$ cat src/rtl/background_writer.sv
// Write-side engine for the background RAM: turns rectangle commands into a column-major
// stream of RAM writes, either as a solid fill or from pixels supplied over a handshake.
module background_writer #(
    parameter int NUMBER_COLORS = 10,
    parameter int WIDTH         = 320,
    parameter int HEIGHT        = 240,
    localparam int CW           = $clog2(NUMBER_COLORS) + 1,
    localparam int AW           = $clog2(WIDTH * HEIGHT)
) (
    input  logic          clk,
    input  logic          rst_n,
    input  logic          cmd_valid,
    output logic          cmd_ready,
    input  logic          cmd_mode,
    input  logic [8:0]    cmd_x0,
    input  logic [7:0]    cmd_y0,
    input  logic [8:0]    cmd_x1,
    input  logic [7:0]    cmd_y1,
    input  logic [CW-1:0] cmd_color,
    input  logic          abort,
    input  logic          pix_valid,
    output logic          pix_ready,
    input  logic [CW-1:0] pix_data,
    output logic [AW-1:0] waddr,
    output logic [CW-1:0] din,
    output logic          we,
    output logic          busy,
    output logic          done,
    output logic          err
);

    typedef enum logic [1:0] {IDLE, FILL, STREAM} state_t;

    state_t        state, state_next;
    logic [8:0]    x_pos, x_hi;
    logic [7:0]    y_pos, y_lo, y_hi;
    logic [CW-1:0] color;

    logic          accept, cmd_ok, write_now, is_last;
    logic [8:0]    cur_x, bx1, nx;
    logic [7:0]    cur_y, by0, by1, ny;
    logic [AW-1:0] cur_addr;
    logic [CW-1:0] cur_data;

    assign cmd_ready = (state == IDLE);
    assign busy      = !cmd_ready;
    // Once the final pixel has been taken, stop offering ready while done is shown.
    assign pix_ready = (state == STREAM) && !done;

    // In IDLE the command inputs stand in for the latched bounds, so a fill can
    // issue its first write on the same edge it is accepted.
    always_comb begin
        accept   = cmd_valid && (state == IDLE);
        cmd_ok   = (cmd_x0 <= cmd_x1) && (int'(cmd_x1) < WIDTH) &&
                   (cmd_y0 <= cmd_y1) && (int'(cmd_y1) < HEIGHT);
        cur_x    = x_pos;
        cur_y    = y_pos;
        bx1      = x_hi;
        by0      = y_lo;
        by1      = y_hi;
        cur_data = color;
        if (state == IDLE) begin
            cur_x    = cmd_x0;
            cur_y    = cmd_y0;
            bx1      = cmd_x1;
            by0      = cmd_y0;
            by1      = cmd_y1;
            cur_data = cmd_color;
        end else if (state == STREAM) begin
            cur_data = pix_data;
        end
        is_last  = (cur_x == bx1) && (cur_y == by1);
        nx       = cur_x;
        ny       = cur_y + 8'd1;
        if (cur_y == by1) begin
            nx = cur_x + 9'd1;
            ny = by0;
        end
        cur_addr = AW'(cur_y) + AW'(HEIGHT) * AW'(cur_x);
    end

    always_comb begin
        state_next = state;
        write_now  = 1'b0;
        case (state)
            IDLE: begin
                write_now = accept && cmd_ok && !cmd_mode;
                if (accept && cmd_ok)
                    state_next = cmd_mode ? STREAM : FILL;
            end
            FILL: begin
                write_now = !done && !abort;
                if (done || abort)
                    state_next = IDLE;
            end
            STREAM: begin
                write_now = pix_valid && !done && !abort;
                if (done || abort)
                    state_next = IDLE;
            end
            default: state_next = IDLE;
        endcase
    end

    always_ff @(posedge clk or negedge rst_n) begin
        if (!rst_n)
            state <= IDLE;
        else
            state <= state_next;
    end

    // Position registers always hold the next pixel to be written.
    always_ff @(posedge clk or negedge rst_n) begin
        if (!rst_n) begin
            x_pos <= '0;
            y_pos <= '0;
            x_hi  <= '0;
            y_lo  <= '0;
            y_hi  <= '0;
            color <= '0;
            waddr <= '0;
            din   <= '0;
            we    <= 1'b0;
            done  <= 1'b0;
            err   <= 1'b0;
        end else begin
            we   <= write_now;
            done <= write_now && is_last;
            err  <= accept && !cmd_ok;
            if (accept && cmd_ok) begin
                x_hi  <= cmd_x1;
                y_lo  <= cmd_y0;
                y_hi  <= cmd_y1;
                color <= cmd_color;
                x_pos <= cmd_mode ? cmd_x0 : nx;
                y_pos <= cmd_mode ? cmd_y0 : ny;
            end else if (write_now) begin
                x_pos <= nx;
                y_pos <= ny;
            end
            if (write_now) begin
                waddr <= cur_addr;
                din   <= cur_data;
            end
        end
    end

endmodule

$ cat config.mk
export PLATFORM = sky130hd
export DESIGN_NAME = background_writer
export DESIGN_NICKNAME = d
export VERILOG_FILES = /design/src/rtl/background_writer.sv
export SDC_FILE = /design/constraint.sdc
export NUM_CORES = 1
export LEC_CHECK = 0
export ABC_CLOCK_PERIOD_IN_PS = 4650
export BUFFER_PORTS_ARGS = -buffer_cell sky130_fd_sc_hd__buf_2
export CAP_MARGIN = 10
export CORE_MARGIN = 1
export CORE_UTILIZATION = 53
export DETAILED_ROUTE_END_ITERATION = 16
export GPL_ROUTABILITY_DRIVEN = 0
export PLACE_DENSITY = 0.82
export SLEW_MARGIN = 20
export SYNTH_ARGS = -nofsm -noshare
export SYNTH_HDL_FRONTEND = slang
export SYNTH_SLANG_ARGS = --single-unit
$ cat constraint.sdc
create_clock -name clk -period 4.65 [get_ports clk]
set_input_delay 0 -clock clk [delete_from_list [all_inputs] [get_ports clk]]
set_output_delay 0 -clock clk [all_outputs]
set_load 0.1 [all_outputs]
==> impl_metrics.yaml, run 1 <==
grt:
  antenna_found_initial: 0
  grt_start_max_net_pins: 75
  grt_pass1_wl_mm: 25.01
  first_global_vias: 5353
  grt-ovfl-total: 0
  grt_usage_pct: 27.87
routing:
  drt-pass1-iter-count: 5
  drtIter0Drc: 473
  antenna_left: 0
  vias: 5340
  viasPerCell: 5.907
  postRouteWirelength_mm: 15.79
  drcViolationCount: 0
  wl_per_cell_um: 17.46
setup_path:
  r2r_cells: 17
  setup.worst_path.start_class: "flip-flop"
  critical_path_class: "reg -> reg"
  setup.worst_path.start: "state[0]$_DFFE_PN0P_"
  cp_top_family: "compound AO/OA/AOI/OAI gates"
  slowest_stage: "fa_1"
  crit_end: "waddr[16]$_DFFE_PN0P_"
  path_cells: "inv_1 -> ha_4 -> mux2_4 -> inv_2 -> fa_1 -> inv_1 -> ha_4 -> a21o_1 -> ha_1 -> nor2b_1 -> o31a_1 -> o311ai_4 -> a211oi_1 -> o21a_1 -> or3_1 -> and3_1 -> a221o_1"
  cp-end-kind: "flip-flop"
  r2r-end: "waddr[16]$_DFFE_PN0P_"
  max_stage_delay_ns: 0.42
  r2r_start: "state[0]$_DFFE_PN0P_"
  worst_ep_required_time_ns: 4.89
  cp_max_fo: 5
  path_depth: 17
  cp.buffers_inverters: 3
  crit_arrival_ns: 4.74
  r2r_slack_ns: 0.16
sta:
  period_share_pct: 96.62
  setup_viol: 0
  finalSetupTns_ns: 0
  hold_viol: 0
  min_period_ns: 4.493
  max-slew-margin-rel_pct: 34.69
  worst_slew_pin_slew_ns: 0.9797
  fmax_ghz: 0.2226
  setup_ws_ns: 0.1572
  skew_ns: 0.008906
  slew_viol_final: 0
logic_synthesis:
  synth.most_common_cell: "dfrtp_1"
  synth_top_cell_area_share_pct: 31.58
  synth_commonest_cells: "dfrtp_1 (74), inv_1 (58), nor2_1 (56), nand2_1 (46), ha_1 (44)"
  synth-edff-count: 0
  yosysTopAreaCell: "dfrtp_1"
  syn_nets: 748
  synth_seq_cells: 74
  netlist_top_cells_area: "dfrtp_1 (32%), ha_1 (9.4%), mux2_2 (7.3%), xnor2_1 (5.7%), mux2i_1 (4.3%)"
  yosysWarnings: 0
  postSynthAreaPerCell_sq_um: 9.118
  synth_flop_cell: "dfrtp_1"
  ys_seq_area_share_pct: 31.58
  synthesis.area_sq_um: 5863
  ys_types: 64
  async_flop_share_pct: 100.0
  synthCells: 643
cells_and_area:
  antenna_cells: 0
  seqCellArea_sq_um: 1852
  layout-drive-gt1-share_pct: 24.61
  fill_cells: 799
  nNetsFinal: 864
  fin_util_pct: 66.67
  multi_input_area_sq_um: 3812
  syn_to_final_growth_pct: 22.73
  final_cells: 904
floorplan:
  core_area_sq_um: 10790
  die_h_um: 107.2
  die-area_sq_um: 11490
  core.rowCount: 38
  ios: 78
  start_util_pct: 54.32
  die_w_um: 107.2
cts:
  cts_sinks: 74
  root_buffer: "clkbuf_8"
  htree_levels: 3
  cts_buffers: 9
  clk_pin_slew_ns: 0.08
  clkLatencyLatePin_ns: 0.36
  cts_tree: "built"
  clk_path_buf_depth: 2
status:
  status: "finished clean"
placement:
  placement.io_buffers: 77
  post-place-ws_ns: -0.003037
  place_hpwl_mm: 10.90
  post-place-cells: 847
min_path:
  min_path_type: "in -> reg"
run:
  drv_cap: 0
-- registers in the layout, indices dropped and copies added (netlist names) --
name,cells
x_hi,9
y_hi,8
y_lo,8
state,2
waddr,17
we,1
din,5
y_pos,8
done,1
x_pos,9
color,5
err,1
-- kinds of logic after synthesis --
logic type / after synthesis / synth area share (%)
AO/OA/AOI/OAI: 131 / 13.98
XOR/XNOR: 59 / 8.814
adder cells (fa/ha/maj): 55 / 13.15
buffers and inverters: 88 / 6.018
flip-flops: 74 / 31.58
multiplexers: 65 / 12.06
AND/OR/NAND/NOR: 171 / 14.40
-- stage by stage --
step / hold slack [ns] / cell area, sq um
2_1_floorplan: -0.2956 / 5913
3_3_place_gp: 0.2033 / 6451
3_5_place_dp: 0.2182 / 6451
4_1_cts: 0.002650 / 7027
5_1_grt: 0.01912 / 7196
6_report: 0.01392 / 7196
-- layout make-up --
cell class              instances  area share (%)
flip-flops and latches         74           25.73
well taps                     140           2.434
clock buffers                  11           1.965
clock inverters                 5           1.078
inverters                      60           3.130
multi-input cells             481           52.98
repair buffers                133           12.68
-- cells in the final DEF (no fill, tap or decap), types with 4 or more instances in the layout --
cell            n
mux2i_4         5
o21a_1          4
buf_4          22
o21ai_0        18
a21o_1          7
o21ai_1        23
dfrtp_1        74
inv_1          57
and3_1          4
clkbuf_8       10
mux2_2         37
nand4_1         8
nor2_1         55
xnor2_1        36
fa_1           11
ha_1           41
nand3_1        18
o22ai_1         6
or2_2           4
a211oi_1        5
dlygate4sd3_1  32
nand2_1        46
xor2_1         21
a21oi_1        35
nor3_1          8
buf_2          76
mux2i_1        21
nor2b_1         7
-- layer usage --
metal | up-vias | part of all wire, % | GRT usage [%]
met2 | 248 | 51 | 48.06
met1 | 2565 | 40 | 33.14
met4 | 0 | 4.3 | 14.97
met5 | - | 0 | 0
li1 | 2464 | - | -
met3 | 63 | 5.4 | 4.620
-- timing repair --
item                                    CTS  global route
gates resized for setup                   1            18
hold buffers                             32             0
endpoints found under the hold margin   111             0
pin swaps                                 0             5
setup buffers                             2             7
endpoints found under the setup margin    1             3
-- how the worst min path moves through the flow --
| stage | from | to | slack (ns) | cells past startpoint |
|---|---|---|---|---|
| 2_1_floorplan | rst_n | color[0]$_DFFE_PN0N_ | -0.30 | 0 |
| 3_3_place_gp | rst_n | waddr[15]$_DFFE_PN0P_ | 0.20 | 1 |
| 3_5_place_dp | rst_n | waddr[15]$_DFFE_PN0P_ | 0.22 | 1 |
| 4_1_cts | cmd_x0[0] | x_pos[0]$_DFFE_PN0P_ | 0.003 | 3 |
| 5_1_grt | cmd_y0[2] | y_lo[2]$_DFFE_PN0N_ | 0.02 | 2 |
| 6_report | cmd_y0[4] | y_lo[4]$_DFFE_PN0N_ | 0.01 | 2 |
Power of run 1 is not shown: default switching activity piles up to over one toggle a cycle in this logic, so the estimate is an artifact.
==> inputs of run 2 (changes only) <==
--- a/config.mk
+++ b/config.mk
@@ -8,11 +8,13 @@
 export ABC_CLOCK_PERIOD_IN_PS = 4650
 export BUFFER_PORTS_ARGS = -buffer_cell sky130_fd_sc_hd__buf_2
 export CAP_MARGIN = 10
+export CELL_PAD_IN_SITES_DETAIL_PLACEMENT = 0
+export CELL_PAD_IN_SITES_GLOBAL_PLACEMENT = 1
 export CORE_MARGIN = 1
-export CORE_UTILIZATION = 53
+export CORE_UTILIZATION = 41
 export DETAILED_ROUTE_END_ITERATION = 16
 export GPL_ROUTABILITY_DRIVEN = 0
-export PLACE_DENSITY = 0.82
+export PLACE_DENSITY = 0.83
 export SLEW_MARGIN = 20
 export SYNTH_ARGS = -nofsm -noshare
 export SYNTH_HDL_FRONTEND = slang
==> impl_metrics.yaml, run 2 (synthesis gave the netlist of run 1 again) <==
status:
  status: "finished clean"
floorplan:
  core.rowCount: 43
  core_area_sq_um: 13930
  start_util_pct: 42.08
  die_w_um: 121.6
  ios: 78
  die_h_um: 121.6
  die-area_sq_um: 14780
routing:
  drtIter0Drc: 232
  drt-pass1-iter-count: 4
  vias: 5022
  drcViolationCount: 0
  viasPerCell: 5.365
  antenna_left: 0
  wl_per_cell_um: 15.98
  postRouteWirelength_mm: 14.96
cts:
  cts_tree: "built"
  clkLatencyLatePin_ns: 0.34
  htree_levels: 3
  cts_buffers: 9
  clk_path_buf_depth: 2
  root_buffer: "clkbuf_16"
  cts_sinks: 74
  clk_pin_slew_ns: 0.06
grt:
  grt_pass1_wl_mm: 24.72
  first_global_vias: 5120
  antenna_found_initial: 0
  grt_usage_pct: 21.43
  grt-ovfl-total: 0
  grt_start_max_net_pins: 75
cells_and_area:
  fin_area_sq_um: 7236
  final_cell_mix: "buf_2 (76), dfrtp_1 (74), inv_1 (57)"
  fin_util_pct: 51.93
  antenna_cells: 0
  top_register: "waddr"
  nNetsFinal: 857
  top_regs: "waddr: 17 flops, x_hi: 9 flops, x_pos: 9 flops"
  largest_reg_flops: 17
  final_cells: 936
  layout-drive-gt1-share_pct: 22.88
  syn_to_final_growth_pct: 23.41
  layout_commonest_cell: "buf_2"
setup_path:
  critical_path.most_common_cell: "ha_1"
  r2r_start: "state[1]$_DFFE_PN0P_"
  setup.worst_path.start: "state[1]$_DFFE_PN0P_"
  r2r_cells: 18
  critical_path_class: "reg -> reg"
  max_stage_delay_ns: 0.42
  worst_ep_required_time_ns: 4.87
  path_cells: "inv_1 -> ha_4 -> buf_8 -> mux2i_4 -> buf_6 -> inv_1 -> ha_1 -> ha_1 -> a21o_1 -> ha_1 -> nor2b_1 -> o31a_1 -> o311ai_4 -> a211oi_1 -> o21a_1 -> or3_1 -> and3_1 -> a221o_1"
  r2r_slack_ns: 0.23
  slowest_stage: "dfrtp_1"
  setup.worst_path.start_class: "flip-flop"
  cp-end-kind: "flip-flop"
  cp_max_fo: 8
  crit_arrival_ns: 4.64
  r2r-end: "waddr[16]$_DFFE_PN0P_"
min_path:
  min_path_cells: 2
  min_path_type: "in -> reg"
  min_from: "cmd_y0[5]"
  whs_endpoint: "y_lo[5]$_DFFE_PN0N_"
sta:
  setup_viol: 0
  min_period_ns: 4.418
  worst_slew_pin_slew_ns: 0.9923
  period_share_pct: 95.00
  skew_ns: 0.007455
  fmax_ghz: 0.2264
  max-slew-margin-rel_pct: 33.85
  hold_viol: 0
  slew_viol_final: 0
placement:
  placed_area_sq_um: 6494
  post-place-cells: 886
  place_hpwl_mm: 11.41
  placement.io_buffers: 77
run:
  drv_cap: 0
[run 2: cell types whose count changed in the layout (fill, tap and decap cells not counted), moves of 2 or more]
cell,before,now
ha_1,41,43
buf_4,22,15
clkbuf_8,10,3
clkbuf_16,0,9
[run 2: timing repair]
action | in CTS | in global routing
setup buffers | 0 | 3
endpoints found under the setup margin | 1 | 3
pin swaps | 0 | 0
hold endpoints to repair | 111 | 0
gates resized for setup | 1 | 13
hold buffers | 32 | 0
[run 2: area by class of cell]
cell class              count  area, sq um
flip-flops and latches     74         1852
repair buffers            126        850.8
multi-input cells         481         3777
fillers                  1264         6699
well taps                 180        225.2
inverters                  60        225.2
clock inverters             2        35.03
clock buffers              13        270.3
[run 2: worst max-delay path by stage]
stage                                       end  slack, ns  cells after the start
after floorplan           waddr[16]$_DFFE_PN0P_       0.01                     19
after global placement    waddr[16]$_DFFE_PN0P_       0.15                     17
after detailed placement  waddr[16]$_DFFE_PN0P_      -0.05                     17
after CTS                 waddr[16]$_DFFE_PN0P_       0.05                     18
after global routing      waddr[16]$_DFFE_PN0P_      -0.01                     18
final                     waddr[16]$_DFFE_PN0P_       0.23                     18
[run 2: through the flow]
| stage | setup WS, ns | hold slack (ns) | setup TNS (ns) |
|---|---|---|---|
| 6_report | 0.2324 | 0.02153 | 0 |
| 5_1_grt | -0.01282 | 0.03167 | -0.01282 |
| 4_1_cts | 0.05158 | 0.009216 | 0 |
| 3_5_place_dp | -0.04928 | 0.2288 | -0.04928 |
| 3_3_place_gp | 0.1511 | 0.2179 | 0 |
| 2_1_floorplan | 0.01169 | -0.2956 | 0 |
[run 2: routing by layer]
layer  up-vias  global-route usage, %  wire [um]
li1       2443                      -          -
met1      2428                  26.70       6382
met2       131                  37.22       7663
met3        20                  3.324        630
met4         0                  8.025        284
met5         -                      0          0
[run 2: critical path: cells and delay by family, from the launching register on]
family / cells / cell delay [ns]
adders and majority gates: 4 / 1.06
muxes: 1 / 0.28
buffers and inverters: 4 / 0.50
DFF: 1 / 0.42
and+or+nand+nor: 3 / 0.67
AOI/OAI and AO/OA: 6 / 1.38
Power of run 2 is left out for the same reason.
==> inputs of run 3 (changes only) <==
==> constraint.sdc (replaced) <==
create_clock -name clk -period 4.65 [get_ports clk]
set_input_delay 0 -clock clk [delete_from_list [all_inputs] [get_ports clk]]
set_output_delay 0 -clock clk [all_outputs]
set_load 0.005 [all_outputs]
==> impl_metrics.yaml, run 3 (synthesis gave the netlist of run 1 again) <==
grt:
  antenna_found_initial: 0
  grt_util_met2_pct: 37.50
  busiest_layer: "met2"
  grt-ovfl-total: 0
  first_global_vias: 5135
  use_met3_pct: 4.307
  grt_start_max_net_pins: 75
  grt_pass1_wl_mm: 24.43
  met1_usage_pct: 25.25
  grt_usage_pct: 21.35
cts:
  clkLatencyLatePin_ns: 0.34
  clk_path_buf_depth: 2
  htree_levels: 3
  clk_pin_slew_ns: 0.06
  root_buffer: "clkbuf_16"
  cts_buffers: 9
  cts_sinks: 74
  cts_tree: "built"
cells_and_area:
  final_cell_mix: "buf_2 (76), dfrtp_1 (74), inv_1 (58)"
  antenna_cells: 0
  fill_cells: 1324
  top_register: "waddr"
  largest_reg_flops: 17
  seqCellArea_sq_um: 1852
  layout-drive-gt1-share_pct: 22.72
  syn_to_final_growth_pct: 22.45
  top_regs: "waddr: 17 flops, x_hi: 9 flops, x_pos: 9 flops"
  layout_commonest_cell: "buf_2"
  nNetsFinal: 866
  multi_input_area_sq_um: 3687
status:
  status: "finished clean"
floorplan:
  die_w_um: 121.6
  ios: 78
  start_util_pct: 42.08
  core_area_sq_um: 13930
  die_h_um: 121.6
  core.rowCount: 43
  die-area_sq_um: 14780
sta:
  setup_viol: 0
  worst_slew_pin_slew_ns: 0.9891
  hold_viol: 0
  max-slew-margin-rel_pct: 34.06
  period_share_pct: 96.25
  finalSetupTns_ns: 0
  skew_ns: 0.004368
  fmax_ghz: 0.2234
  min_period_ns: 4.475
  slew_viol_final: 0
  rsz0062_at_grt: "no"
placement:
  place_hpwl_mm: 11.52
  placement.io_buffers: 77
setup_path:
  cp_top_family: "compound AO/OA/AOI/OAI gates"
  cp-end-kind: "flip-flop"
  cp.buffers_inverters: 3
  setup.worst_path.start_class: "flip-flop"
  worst_ep_required_time_ns: 4.88
  critical_path_class: "reg -> reg"
  path_cells: "inv_1 -> ha_4 -> mux2_2 -> inv_1 -> fa_1 -> inv_1 -> ha_1 -> a21o_1 -> ha_1 -> nor2b_1 -> o31a_1 -> o311ai_2 -> a211oi_1 -> o21a_1 -> or3_1 -> and3_1 -> a221o_1"
  max_stage_delay_ns: 0.42
  slowest_stage: "fa_1"
  critical_path.most_common_cell: "inv_1"
  cp_max_fo: 10
  crit_arrival_ns: 4.70
min_path:
  min_path_type: "in -> reg"
run:
  drv_cap: 0
routing:
  antenna_left: 0
  drt-pass1-iter-count: 5
  viasPerCell: 5.354
  drtIter0Drc: 216
  vias: 5065
  wl_per_cell_um: 15.90
  drcViolationCount: 0
  postRouteWirelength_mm: 15.04
run 3: timing repair:
action	4_1_cts	5_1_grt
endpoints found under the hold margin	112	0
buffers inserted	0	0
setup endpoints to repair	0	2
hold buffers	33	0
resized for setup	0	2
run 3: cell type report:
class	count	share of cell area, %
Multi-Input combinational cell	481	51.36
Sequential cell	74	25.79
Timing Repair Buffer	135	12.62
Clock buffer	14	3.817
Inverter	60	3.137
Tap cell	180	3.137
Clock inverter	2	0.1394
run 3: metrics by stage:
step                      setup WS (ns)  util, %  cells  area, sq um  hold slack, ns
after floorplan                 0.02187        -    643         5867         -0.2956
after global placement           0.2158    46.98    897         6546          0.2017
after detailed placement        0.07601    46.98    897         6546          0.2197
after CTS                       0.05691    51.39    946         7161         0.01126
after global routing           0.005530    51.52    946         7179         0.02455
final                            0.1746    51.52    946         7179         0.02566
run 3: routing by layer:
layer  vias to the layer above  part of all wire (%)
li1                       2470                     -
met1                      2458                    43
met2                       115                    51
met3                        22                   4.5
met4                         0                   2.2
met5                         -                     0
run 3: worst reg2reg max path, cell delays in order, from the launching register on:
cell,delay [ns]
dfrtp_1,0.41
inv_1,0.12
ha_4,0.24
mux2_2,0.36
inv_1,0.10
fa_1,0.42
inv_1,0.06
ha_1,0.26
a21o_1,0.18
ha_1,0.32
nor2b_1,0.17
o31a_1,0.29
o311ai_2,0.32
a211oi_1,0.13
o21a_1,0.19
or3_1,0.31
and3_1,0.18
a221o_1,0.30
run 3: final timing paths:
check / from / endpoint / slack, ns / cells past startpoint
worst max register to register: state[1]$_DFFE_PN0P_ / waddr[16]$_DFFE_PN0P_ / 0.17 / 17
min in group asynchronous: rst_n / x_hi[7]$_DFFE_PN0N_ / 0.33 / 2
max in group asynchronous: rst_n / y_hi[2]$_DFFE_PN0N_ / 3.65 / 2
worst min register to register: din[2]$_DFFE_PN0P_ / din[2]$_DFFE_PN0P_ / 0.48 / 2
worst max-delay path: state[1]$_DFFE_PN0P_ / waddr[16]$_DFFE_PN0P_ / 0.17 / 17
worst min-delay path: cmd_y0[4] / y_pos[4]$_DFFE_PN0P_ / 0.03 / 3
Power of run 3 is left out for the same reason.
